### src/rtl/laser_rx_deframer.sv
// Receive deframer for the 4-lane laser link: synchronizes the lanes, finds the start symbol and rebuilds bytes.
// Optional LASER_RX_CHECKSUM_EN adds a trailing XOR check byte that is verified before the stop symbol.
module laser_rx_deframer #(
  parameter int CLKS_PER_SYM  = 8,
  parameter int PAYLOAD_BYTES = 4
) (
  input  logic       clock,
  input  logic       reset,
  input  logic [3:0] lanes,
  output logic [7:0] data,
  output logic       data_valid,
  output logic       frame_done,
  output logic       frame_error,
  output logic       busy
);

  localparam int SCW = $clog2(CLKS_PER_SYM);
  localparam int NCW = $clog2(2 * PAYLOAD_BYTES + 1);
  localparam logic [SCW-1:0] SYM_LAST  = SCW'(CLKS_PER_SYM - 1);
  localparam logic [SCW-1:0] HALF_LAST = SCW'(CLKS_PER_SYM / 2 - 1);
  localparam logic [NCW-1:0] NIB_LAST  = NCW'(2 * PAYLOAD_BYTES - 1);

`ifdef LASER_RX_CHECKSUM_EN
  typedef enum logic [2:0] {IDLE, START, DATA, CHECK, STOP} state_t;
`else
  typedef enum logic [2:0] {IDLE, START, DATA, STOP} state_t;
`endif

  logic [3:0]     sync1_q, sync2_q;
  state_t         state_q;
  logic [SCW-1:0] sym_cnt_q;
  logic [NCW-1:0] nib_cnt_q;
  logic [3:0]     nib_lo_q;
  logic [7:0]     data_q;
  logic           dv_q, done_q, err_q, busy_q;
  logic           mid_s, stop_ok_s;
`ifdef LASER_RX_CHECKSUM_EN
  logic [7:0]     xor_q;
  logic           chk_ok_q;
`endif

  // Mid-symbol sample point and the stop-symbol verdict.
  always_comb begin
    mid_s = (sym_cnt_q == SYM_LAST);
`ifdef LASER_RX_CHECKSUM_EN
    stop_ok_s = (sync2_q == 4'h0) && chk_ok_q;
`else
    stop_ok_s = (sync2_q == 4'h0);
`endif
  end

  // Two-flop synchronizer for the asynchronous lanes.
  always_ff @(posedge clock) begin
    if (reset) begin
      sync1_q <= 4'h0;
      sync2_q <= 4'h0;
    end else begin
      sync1_q <= lanes;
      sync2_q <= sync1_q;
    end
  end

  // Framing state machine with registered strobes and data.
  always_ff @(posedge clock) begin
    if (reset) begin
      state_q   <= IDLE;
      sym_cnt_q <= '0;
      nib_cnt_q <= '0;
      nib_lo_q  <= 4'h0;
      data_q    <= 8'h00;
      dv_q      <= 1'b0;
      done_q    <= 1'b0;
      err_q     <= 1'b0;
      busy_q    <= 1'b0;
`ifdef LASER_RX_CHECKSUM_EN
      xor_q     <= 8'h00;
      chk_ok_q  <= 1'b0;
`endif
    end else begin
      dv_q   <= 1'b0;
      done_q <= 1'b0;
      err_q  <= 1'b0;
      case (state_q)
        IDLE: begin
          if (sync2_q == 4'hF) begin
            state_q   <= START;
            sym_cnt_q <= SCW'(1);
            nib_cnt_q <= '0;
            busy_q    <= 1'b1;
`ifdef LASER_RX_CHECKSUM_EN
            xor_q     <= 8'h00;
`endif
          end else begin
            busy_q <= 1'b0;
          end
        end
        START: begin
          if (sync2_q != 4'hF) begin
            state_q   <= IDLE;
            sym_cnt_q <= '0;
            busy_q    <= 1'b0;
          end else if (sym_cnt_q == HALF_LAST) begin
            // Half a start symbol seen: counting a full symbol from here lands mid-nibble.
            state_q   <= DATA;
            sym_cnt_q <= '0;
          end else begin
            sym_cnt_q <= sym_cnt_q + SCW'(1);
          end
        end
        DATA: begin
          if (mid_s) begin
            sym_cnt_q <= '0;
            if (!nib_cnt_q[0]) begin
              nib_lo_q <= sync2_q;
            end else begin
              data_q <= {sync2_q, nib_lo_q};
              dv_q   <= 1'b1;
`ifdef LASER_RX_CHECKSUM_EN
              xor_q  <= xor_q ^ {sync2_q, nib_lo_q};
`endif
            end
            if (nib_cnt_q == NIB_LAST) begin
              nib_cnt_q <= '0;
`ifdef LASER_RX_CHECKSUM_EN
              state_q   <= CHECK;
`else
              state_q   <= STOP;
`endif
            end else begin
              nib_cnt_q <= nib_cnt_q + NCW'(1);
            end
          end else begin
            sym_cnt_q <= sym_cnt_q + SCW'(1);
          end
        end
`ifdef LASER_RX_CHECKSUM_EN
        CHECK: begin
          if (mid_s) begin
            sym_cnt_q <= '0;
            if (!nib_cnt_q[0]) begin
              nib_lo_q  <= sync2_q;
              nib_cnt_q <= NCW'(1);
            end else begin
              chk_ok_q  <= ({sync2_q, nib_lo_q} == xor_q);
              nib_cnt_q <= '0;
              state_q   <= STOP;
            end
          end else begin
            sym_cnt_q <= sym_cnt_q + SCW'(1);
          end
        end
`endif
        STOP: begin
          if (mid_s) begin
            sym_cnt_q <= '0;
            done_q    <= stop_ok_s;
            err_q     <= !stop_ok_s;
            state_q   <= IDLE;
            busy_q    <= 1'b0;
          end else begin
            sym_cnt_q <= sym_cnt_q + SCW'(1);
          end
        end
        default: begin
          state_q   <= IDLE;
          sym_cnt_q <= '0;
          nib_cnt_q <= '0;
          busy_q    <= 1'b0;
        end
      endcase
    end
  end

  assign data        = data_q;
  assign data_valid  = dv_q;
  assign frame_done  = done_q;
  assign frame_error = err_q;
  assign busy        = busy_q;

endmodule
### config.mk
export PLATFORM = sky130hd
export DESIGN_NAME = laser_rx_deframer
export DESIGN_NICKNAME = d
export VERILOG_FILES = /design/src/rtl/laser_rx_deframer.sv
export SDC_FILE = /design/constraint.sdc
export NUM_CORES = 1
export LEC_CHECK = 0
export CAP_MARGIN = 25
export CORE_MARGIN = 4
export CORE_UTILIZATION = 55
export DETAILED_ROUTE_END_ITERATION = 12
export PLACE_DENSITY = 0.8
export SLEW_MARGIN = 10
export SYNTH_ARGS = -nofsm -noshare
export SYNTH_HDL_FRONTEND = slang
export SYNTH_SLANG_ARGS = --single-unit
### constraint.sdc
create_clock -name clock -period 4.3 [get_ports clock]
set_input_delay 0.86 -clock clock [delete_from_list [all_inputs] [get_ports clock]]
set_output_delay 0.86 -clock clock [all_outputs]
set_load 0.02 [all_outputs]
== Yosys cells after proc, flatten, opt, wreduce, memory -nomap -nowiden ==
Index checks and enable logic that the tools add are counted.

* Word-level logic and storage cells: 64
* Register bits: 34
* Output and inout bits: 12

* Equal/unequal tests: 14
* Reductions and logical operators: 12
* Add/subtract/negate cells: 2
* Multiplexer cells: 20
* Bitwise logic cells: 5

{| class="wikitable"
|+ Operator list
! kind !! number
|-
| $mux 3 || 9
|-
| $mux 4 || 3
|-
| $pmux 3 s4 || 1
|-
| $pmux 4 s3 || 1
|-
| $reduce_and 3->1 || 4
|-
| $ne 2x2->1 const B || 5
|-
| $eq 3x2->1 const B || 3
|-
| $pmux 3 s3 || 1
|-
| $reduce_or 3->1 || 2
|-
| $not 1->1 || 5
|-
| $reduce_and 5->1 || 1
|-
| $add 4x1->4 const B || 1
|-
| $eq 4x3->1 const B || 1
|-
| $eq 4x4->1 const B || 1
|-
| $logic_not 4->1 || 1
|-
| $mux 1 || 4
|-
| $ne 4x4->1 const B || 1
|-
| $pmux 1 s4 || 1
|-
| $reduce_or 2->1 || 2
|-
| $add 3x1->3 const B || 1
|-
| $eq 3x1->1 const B || 1
|-
| $eq 3x3->1 const B || 1
|-
| $logic_not 3->1 || 1
|-
| $ne 3x3->1 const B || 1
|-
| $logic_not 1->1 || 1
|}

== Logic depth before layout (Yosys ltp) ==
Gate-level depths: netlist (run 1).

* Word-level depth: 4
* Mapped depth: 6
* Mapped depth without buffers: 5

== Least setup slack after synthesis (run 1) ==
No wires, ideal clock.

* Path kind: input port to flip-flop
* From: input port reset
* To: register nib_cnt_q[3]
* Buffers on the path: 0
* Stages on the path: 2
* Library setup time: 0.092 ns
* Data required time: 4.208 ns
* Arrival time: 1.454 ns
* Setup slack: 2.753 ns
* Path through: or4b_1 > o32ai_1

{| class="wikitable"
|+ RTL lines
! item !! RTL line !! source
|-
| from (decl) || 8 || <nowiki>input logic reset,</nowiki>
|-
| to (signal assigned) || 130 || <nowiki>nib_cnt_q <= nib_cnt_q + NCW'(1);</nowiki>
|-
| to (decl) || 32 || <nowiki>logic [NCW-1:0] nib_cnt_q;</nowiki>
|}

== Worst setup path after layout (run 1) ==
* From: register busy_q (netlist: busy)
* To: output port busy

{| class="wikitable"
|+ RTL lines
! item !! RTL line !! source
|-
| from (decl) || 35 || <nowiki>logic dv_q, done_q, err_q, busy_q;</nowiki>
|-
| from (signal assigned) || 74 || <nowiki>busy_q <= 1'b0;</nowiki>
|-
| from (signal assigned) || 89 || <nowiki>busy_q <= 1'b1;</nowiki>
|-
| from (signal assigned) || 94 || <nowiki>busy_q <= 1'b0;</nowiki>
|-
| to (decl) || 14 || <nowiki>output logic busy</nowiki>
|}

No word-level cell between the ends.

==> results by group, run 1 <==
Die
  – Die width: 57.5 um
  – Die area: around 0.0033 mm^2
  – Num ports: 18
  – Die outline height: 57.5 um
  – Initial Utilization: 59.2%
  – Core Rows: 17
  – Core footprint: 0.00228 mm^2

Global routing
  – Largest net degree at the start of global routing: 23
  – Global-route wire length before repair: 4220 um
  – Grt total ovfl: 0
  – Total GRT Usage: 16.5%
  – Initial antenna violation count: 0
  – Vias in the first global route: about 1k

Timing
  – Final setup vio count: 0
  – Layout Skew: 0.00240 ns
  – WHS: 0.446 ns
  – Hold Fails Final Rpt: 0
  – Setup WS post-layout: 2.14 ns
  – RSZ-0062 raised after global routing: false
  – Fmax: ~460 MHz
  – Relative slew slack: 59.3%
  – Slew @ Worst Pin: 0.610 ns
  – Crit path time final: 2.16 ns
  – Final Max Slew Viols: 0
  – Final setup TNS: 0 ns
  – Final worst path period share: around half

Setup path
  – Reg2Reg Depth: 5
  – Critical path class: flop to output pin
  – R2r startpoint: sym_cnt_q[0]
  – Buffers & Inverters on Critical Path: 1
  – Worst r2r dst: nib_cnt_q[0]
  – Slowest CP cell: clkdlybuf4s50_1
  – Cell family with most CP delay: buffers and inverters
  – Max FO, Critical Path: 2
  – Worst EP required: 3.44 ns
  – CP Capture Type: output pin
  – Critical path, cell by cell: clkdlybuf4s50_1
  – CP arrival: 1.30 ns
  – Setup slack, reg-to-reg: 2.35 ns
  – Crit-path max cell delay: a little over 0.6 ns
  – Critical Path Start Type: flop

Clock tree
  – Clock Sinks: 33
  – Root Driver: clkbuf_4
  – # resized after CTS: 0
  – Maximum clock insertion buffer count: 2
  – TritonCTS Buffers: 5
  – Hold Buf Count CTS: 0
  – CTS tree: done
  – Skew-Pair Late Insertion Delay: 0.33 ns
  – CTS clk-pin slew, worst paths: 0.10 ns
  – H-Tree Level Count: 2
  – Post-CTS setup buffers: 0

Finish
  – Final core utilization: a little over two thirds
  – Diode count: 0
  – Most frequent cells in the layout: dfxtp_1 (33), nand2_1 (24), a21oi_1 (17), clkdlybuf4s50_1 (17), nor2b_1 (10)
  – Synth-to-layout area growth: 17.7%
  – Post-Layout Cell Count: roughly 190
  – Share of cells above drive strength 1: ~6.7%
  – Commonest non-fill, non-tap cell in the layout: dfxtp_1
  – Post-layout net count: 174

Yosys
  – Seq/Total Area, Yosys: about half
  – Post-synthesis compound-gate area fraction: 13.9%
  – Syn Area/Cell: 9.17 um^2
  – Syn. warnings: 0
  – Share of the synthesized area in the top cell type: between 40 and 50%
  – Adder-cell share of the synthesized area: 4.64%
  – Largest family of logic cells by synthesized area: simple AND/OR/NAND/NOR gates
  – #FFs+latches synth: 33
  – Post-synth EDFFs: 0
  – Most used DFF post-synth: dfxtp_1
  – Synth Area in Simple Gates: 25.6%
  – Distinct cells, synth: 38
  – Synth top area cells: dfxtp_1 (49%), nand2_1 (6.7%), a21oi_1 (6.3%), ha_1 (4.6%), nor2b_1 (4.6%)
  – Mux cell area share after synthesis: 0.743%
  – Synth area leader: dfxtp_1
  – Ys async rst share: 0%
  – Synth Area in XOR/XNOR: less than 1%
  – Cells after synthesis: 147
  – Cell area after synthesis: 0.00135 mm^2
  – Syn Nets: approximately 160

Detailed routing
  – Final ANT Viol Nets: 0
  – DR WL/cell: 13.2 um
  – DRT iter0 DRCs: between 40 and 50
  – Routed vias: 1079
  – DR pass1 iterations: 4
  – DR vias/cell: 5.62
  – Drc violations: 0
  – Drt total wl: between 2000 and 3000 um

Placed design
  – DPL Wire Length: 1710 um
  – Setup Slack @ Placement: 2.01 ns
  – Port Buf Inserts: 17
  – GPL Wtd Cong: 0.782
  – Inst Count DP: 184

Worst hold path
  – Worst hold endpoint: sync2_q[0]
  – Hold path depth: 1
  – Startpoint of the worst hold path: sync1_q[0]
  – Hold crit path type: flop to flop

Flow run
  – Max-capacitance violation count: 0

Pwr
  – Reg power frac: 55.6%
  – PD cells: 352 mW/mm^2
  – Cell Int Power: 439 uW
  – Worst vdd ir: 0.278 mV
  – Net Sw Power: 120 uW
  – Static Leak: 0.556 nW
  – Switching share of power: 21.4%
  – Clock power frac: 42.0%
  – Comb pwr share: 2.4%

Status
  – Status: finished, final reports clean
[routing by layer]
metal / wire length, um / GRT usage (%)
met1: 1180 / 19.7
met2: 1190 / 26.5
met3: 103 / 4.75
met4: 51 / 8.94
met5: 0 / 0
[worst max-delay path by stage]
| stage | start | to | slack [ns] | depth (start not counted) |
|---|---|---|---|---|
| 2_1_floorplan | reset | nib_cnt_q[3] | 2.75 | 2 |
| 3_3_place_gp | reset | nib_cnt_q[3] | 2.05 | 3 |
| 3_5_place_dp | reset | nib_cnt_q[3] | 2.01 | 3 |
| 4_1_cts | busy | busy | 2.13 | 1 |
| 5_1_grt | busy | busy | 2.07 | 1 |
| 6_report | busy | busy | 2.14 | 1 |
[Yosys cell counts (2+ instances only)]
| master | number |
|---|---|
| nand4b_1 | 3 |
| nor2b_1 | 10 |
| nand2_1 | 24 |
| buf_2 | 4 |
| dfxtp_1 | 33 |
| or3_1 | 2 |
| nand3_1 | 4 |
| ha_1 | 5 |
| inv_1 | 4 |
| o311ai_0 | 2 |
| o21ai_0 | 4 |
| a21oi_1 | 17 |
| nor3_1 | 3 |
| clkbuf_1 | 2 |
| nor2_1 | 5 |
| nand4_1 | 3 |
[worst register-to-register path, stage by stage (launching register included)]
cell,delay [ns]
dfxtp_1,0.37
ha_1,0.21
ha_1,0.41
nand3b_1,0.31
or3_1,0.43
a21oi_1,0.14
[power by group through the flow]
| stage | Combinational [mW] | Clock (mW) | Sequential, mW |
|---|---|---|---|
| after floorplan | 0.00706 | 0 | 0.317 |
| after CTS | 0.0133 | 0.239 | 0.311 |
| after global routing | 0.0144 | 0.254 | 0.312 |
| after detailed placement | 0.0133 | 0 | 0.318 |
| final | 0.0132 | 0.235 | 0.311 |
| after global placement | 0.0128 | 0 | 0.318 |
[cell type report]
class	instances	area, um^2
fillers	180	689
flip-flops and latches	33	661
clock inverters	3	46.3
multi-input cells	101	614
well taps	28	35.0
inverters	4	15.0
clock buffers	5	37.5
repair buffers	18	178
[registers in the layout, summed over array words and instances (netlist names)]
register,flops
sync2_q,4
frame_done,1
sync1_q,4
nib_lo_q,4
busy,1
frame_error,1
nib_cnt_q,4
state_q,2
data,8
sym_cnt_q,3
data_valid,1
[metrics by stage]
stage | total power, mW | area [um^2]
after floorplan | 0.324 | 1350
after global placement | 0.331 | 1500
after detailed placement | 0.331 | 1500
after CTS | 0.563 | 1590
after global routing | 0.580 | 1590
final | 0.559 | 1590
[logic make-up (layout without fill, tap and decap cells)]
kind of cell,after synthesis,count (layout)
multiplexers,1,1
adder cells (fa/ha/maj),5,5
flip-flops,33,33
XOR/XNOR,1,1
AND/OR/NAND/NOR,63,63
buffers and inverters,13,30
AO/OA/AOI/OAI,31,31
Power figures use the tool's default switching activity.
==> inputs of run 2 (changes only) <==
--- a/config.mk
+++ b/config.mk
@@ -7,9 +7,9 @@
 export LEC_CHECK = 0
 export CAP_MARGIN = 25
 export CORE_MARGIN = 4
-export CORE_UTILIZATION = 55
+export CORE_UTILIZATION = 53
 export DETAILED_ROUTE_END_ITERATION = 12
-export PLACE_DENSITY = 0.8
+export PLACE_DENSITY = 0.77
 export SLEW_MARGIN = 10
 export SYNTH_ARGS = -nofsm -noshare
 export SYNTH_HDL_FRONTEND = slang
==> constraint.sdc (replaced) <==
create_clock -name clock -period 2.3 [get_ports clock]
set_input_delay 0.46 -clock clock [delete_from_list [all_inputs] [get_ports clock]]
set_output_delay 0.46 -clock clock [all_outputs]
set_load 0.02 [all_outputs]
==> results by group, run 2 (same netlist as run 1, synthesis figures left out) <==
Global routing
  – Global-route wire length before repair: 4330 um (+2.5%)
  – Initial antenna violation count: 0 (unchanged)
  – Grt total ovfl: 0 (unchanged)
  – Largest net degree at the start of global routing: 33 (+43%)
  – Total GRT Usage: 16.6% (+0.14 points)
  – Vias in the first global route: 962 (-4.1%)

Finish
  – Design Area, Final: 0.00156 mm^2 (-1.7%)
  – Share of cells above drive strength 1: 6.71% (unchanged)
  – Most frequent cells in the layout: dfxtp_1 (33), nand2_1 (24), a21oi_1 (17), clkdlybuf4s50_1 (17), nor2b_1 (10)
  – Diode count: 0 (unchanged)
  – Final core utilization: 63.6% (-6.2 points)
  – Synth-to-layout area growth: 15.8%
  – Post-Layout Cell Count: 194 (+1.0%)
  – Commonest non-fill, non-tap cell in the layout: dfxtp_1
  – Max FFs per register: 8 (unchanged)
  – Post-layout net count: 174 (unchanged)

Setup path
  – Critical path class: flop to flop
  – Worst EP required: 2.58 ns (-0.86 ns)
  – CP Capture Type: flop
  – CP arrival: 2.15 ns (+0.85 ns)
  – Max FO, Critical Path: 13 (+11)
  – Critical Path Start Type: flop

Clock tree
  – Skew-Pair Late Insertion Delay: 0.34 ns (about the same)
  – Maximum clock insertion buffer count: 2 (unchanged)
  – CTS clk-pin slew, worst paths: 0.10 ns (about the same)
  – Clock Sinks: 33 (unchanged)
  – H-Tree Level Count: 2 (unchanged)
  – Hold Buf Count CTS: 0 (unchanged)
  – CTS tree: done
  – TritonCTS Buffers: 5 (unchanged)
  – Root Driver: clkbuf_4
  – # resized after CTS: 0 (unchanged)
  – Post-CTS setup buffers: 0 (unchanged)

Pwr
  – Post-layout total power: 923 uW (+65%)
  – Static Leak: 0.546 nW (-1.9%)
  – Worst vdd ir: 0.640 mV (+130%)
  – PD cells: 592 mW/mm^2 (+68%)

Placed design
  – Placed instance area: 0.00151 mm^2 (+0.17%)
  – DPL Wire Length: 1650 um (-3.3%)
  – Setup Slack @ Placement: 0.464 ns (-1.55 ns)
  – Port Buf Inserts: 17 (unchanged)
  – Inst Count DP: 186 (+1.1%)
  – GPL Wtd Cong: 0.800 (+2.3%)

Detailed routing
  – DR WL/cell: 12.9 um (-2.0%)
  – Drc violations: 0 (unchanged)
  – Final ANT Viol Nets: 0 (unchanged)
  – DR vias/cell: 5.57 (-0.85%)
  – Routed vias: 1081 (+0.19%)
  – DRT iter0 DRCs: 28 (-35%)
  – Drt total wl: 2510 um (-0.95%)
  – DR pass1 iterations: 4 (unchanged)

Timing
  – Setup WS post-layout: 0.428 ns (-1.71 ns)
  – Slew @ Worst Pin: 0.658 ns (+0.0487 ns)
  – Crit path time final: roughly 1.9 ns
  – Layout Skew: 0.00426 ns (+0.00186 ns)
  – RSZ-0062 raised after global routing: false
  – WHS: 0.449 ns (+0.00347 ns)
  – Fmax: between 500 and 600 MHz
  – Final setup vio count: 0 (unchanged)
  – Final setup TNS: 0 ns (unchanged)
  – Final worst path period share: just over 80%
  – Final Max Slew Viols: 0 (unchanged)
  – Hold Fails Final Rpt: 0 (unchanged)
  – Relative slew slack: 56.1% (-3.3 points)

Worst hold path
  – Hold crit path type: flop to flop

Die
  – Core footprint: 0.00245 mm^2 (+7.9%)
  – Initial Utilization: 54.9% (-4.3 points)
  – Num ports: 18 (unchanged)
  – Die area: 0.00341 mm^2 (+3.2%)
  – Core Rows: 18 (+1)
  – Die outline height: 58.4 um (+1.6%)
  – Die width: 58.4 um (+1.6%)

Status
  – Status: finished, final reports clean

Flow run
  – Max-capacitance violation count: 0 (unchanged)
## run 2: cell count changes in the layout (fill, tap and decap cells not counted), sizes merged
cell    before  now
bufinv       1    0
clkinv       1    2
## run 2: power breakdown
part           switching, mW  internal [mW]
Sequential           0.00400          0.578
Clock                  0.202          0.115
Combinational         0.0109         0.0135
## run 2: worst paths after layout
| path | slack [ns] | from | depth (start not counted) | to |
|---|---|---|---|---|
| min | 0.45 | sync1_q[1] | 1 | sync2_q[1] |
| max reg2reg | 0.43 | sym_cnt_q[0] | 5 | nib_cnt_q[0] |
| max | 0.43 | sym_cnt_q[0] | 5 | nib_cnt_q[0] |
| min reg2reg | 0.45 | sync1_q[1] | 1 | sync2_q[1] |
## run 2: layout make-up
class                      instances  area, um^2
timing repair buffer              18         178
inverter                           4        15.0
tap                               30        37.5
fill                             217         895
sequential                        33         661
clock inverter                     3        17.5
clock buffer                       5        37.5
multi-input combinational        101         614
## run 2: layer usage
metal | wire length, um | GRT usage, % | vias to the layer above
li1 | - | - | 549
met1 | 1190 | 21.4 | 499
met2 | 1110 | 23.9 | 27
met3 | 165 | 7.68 | 6
met4 | 43 | 6.95 | 0
met5 | 0 | 0 | -
## run 2: worst max-delay path, stage by stage, from the launching register on
cell,delay [ns]
dfxtp_1,0.36
ha_1,0.21
ha_1,0.43
nand3b_1,0.28
or3_1,0.42
a21oi_1,0.12
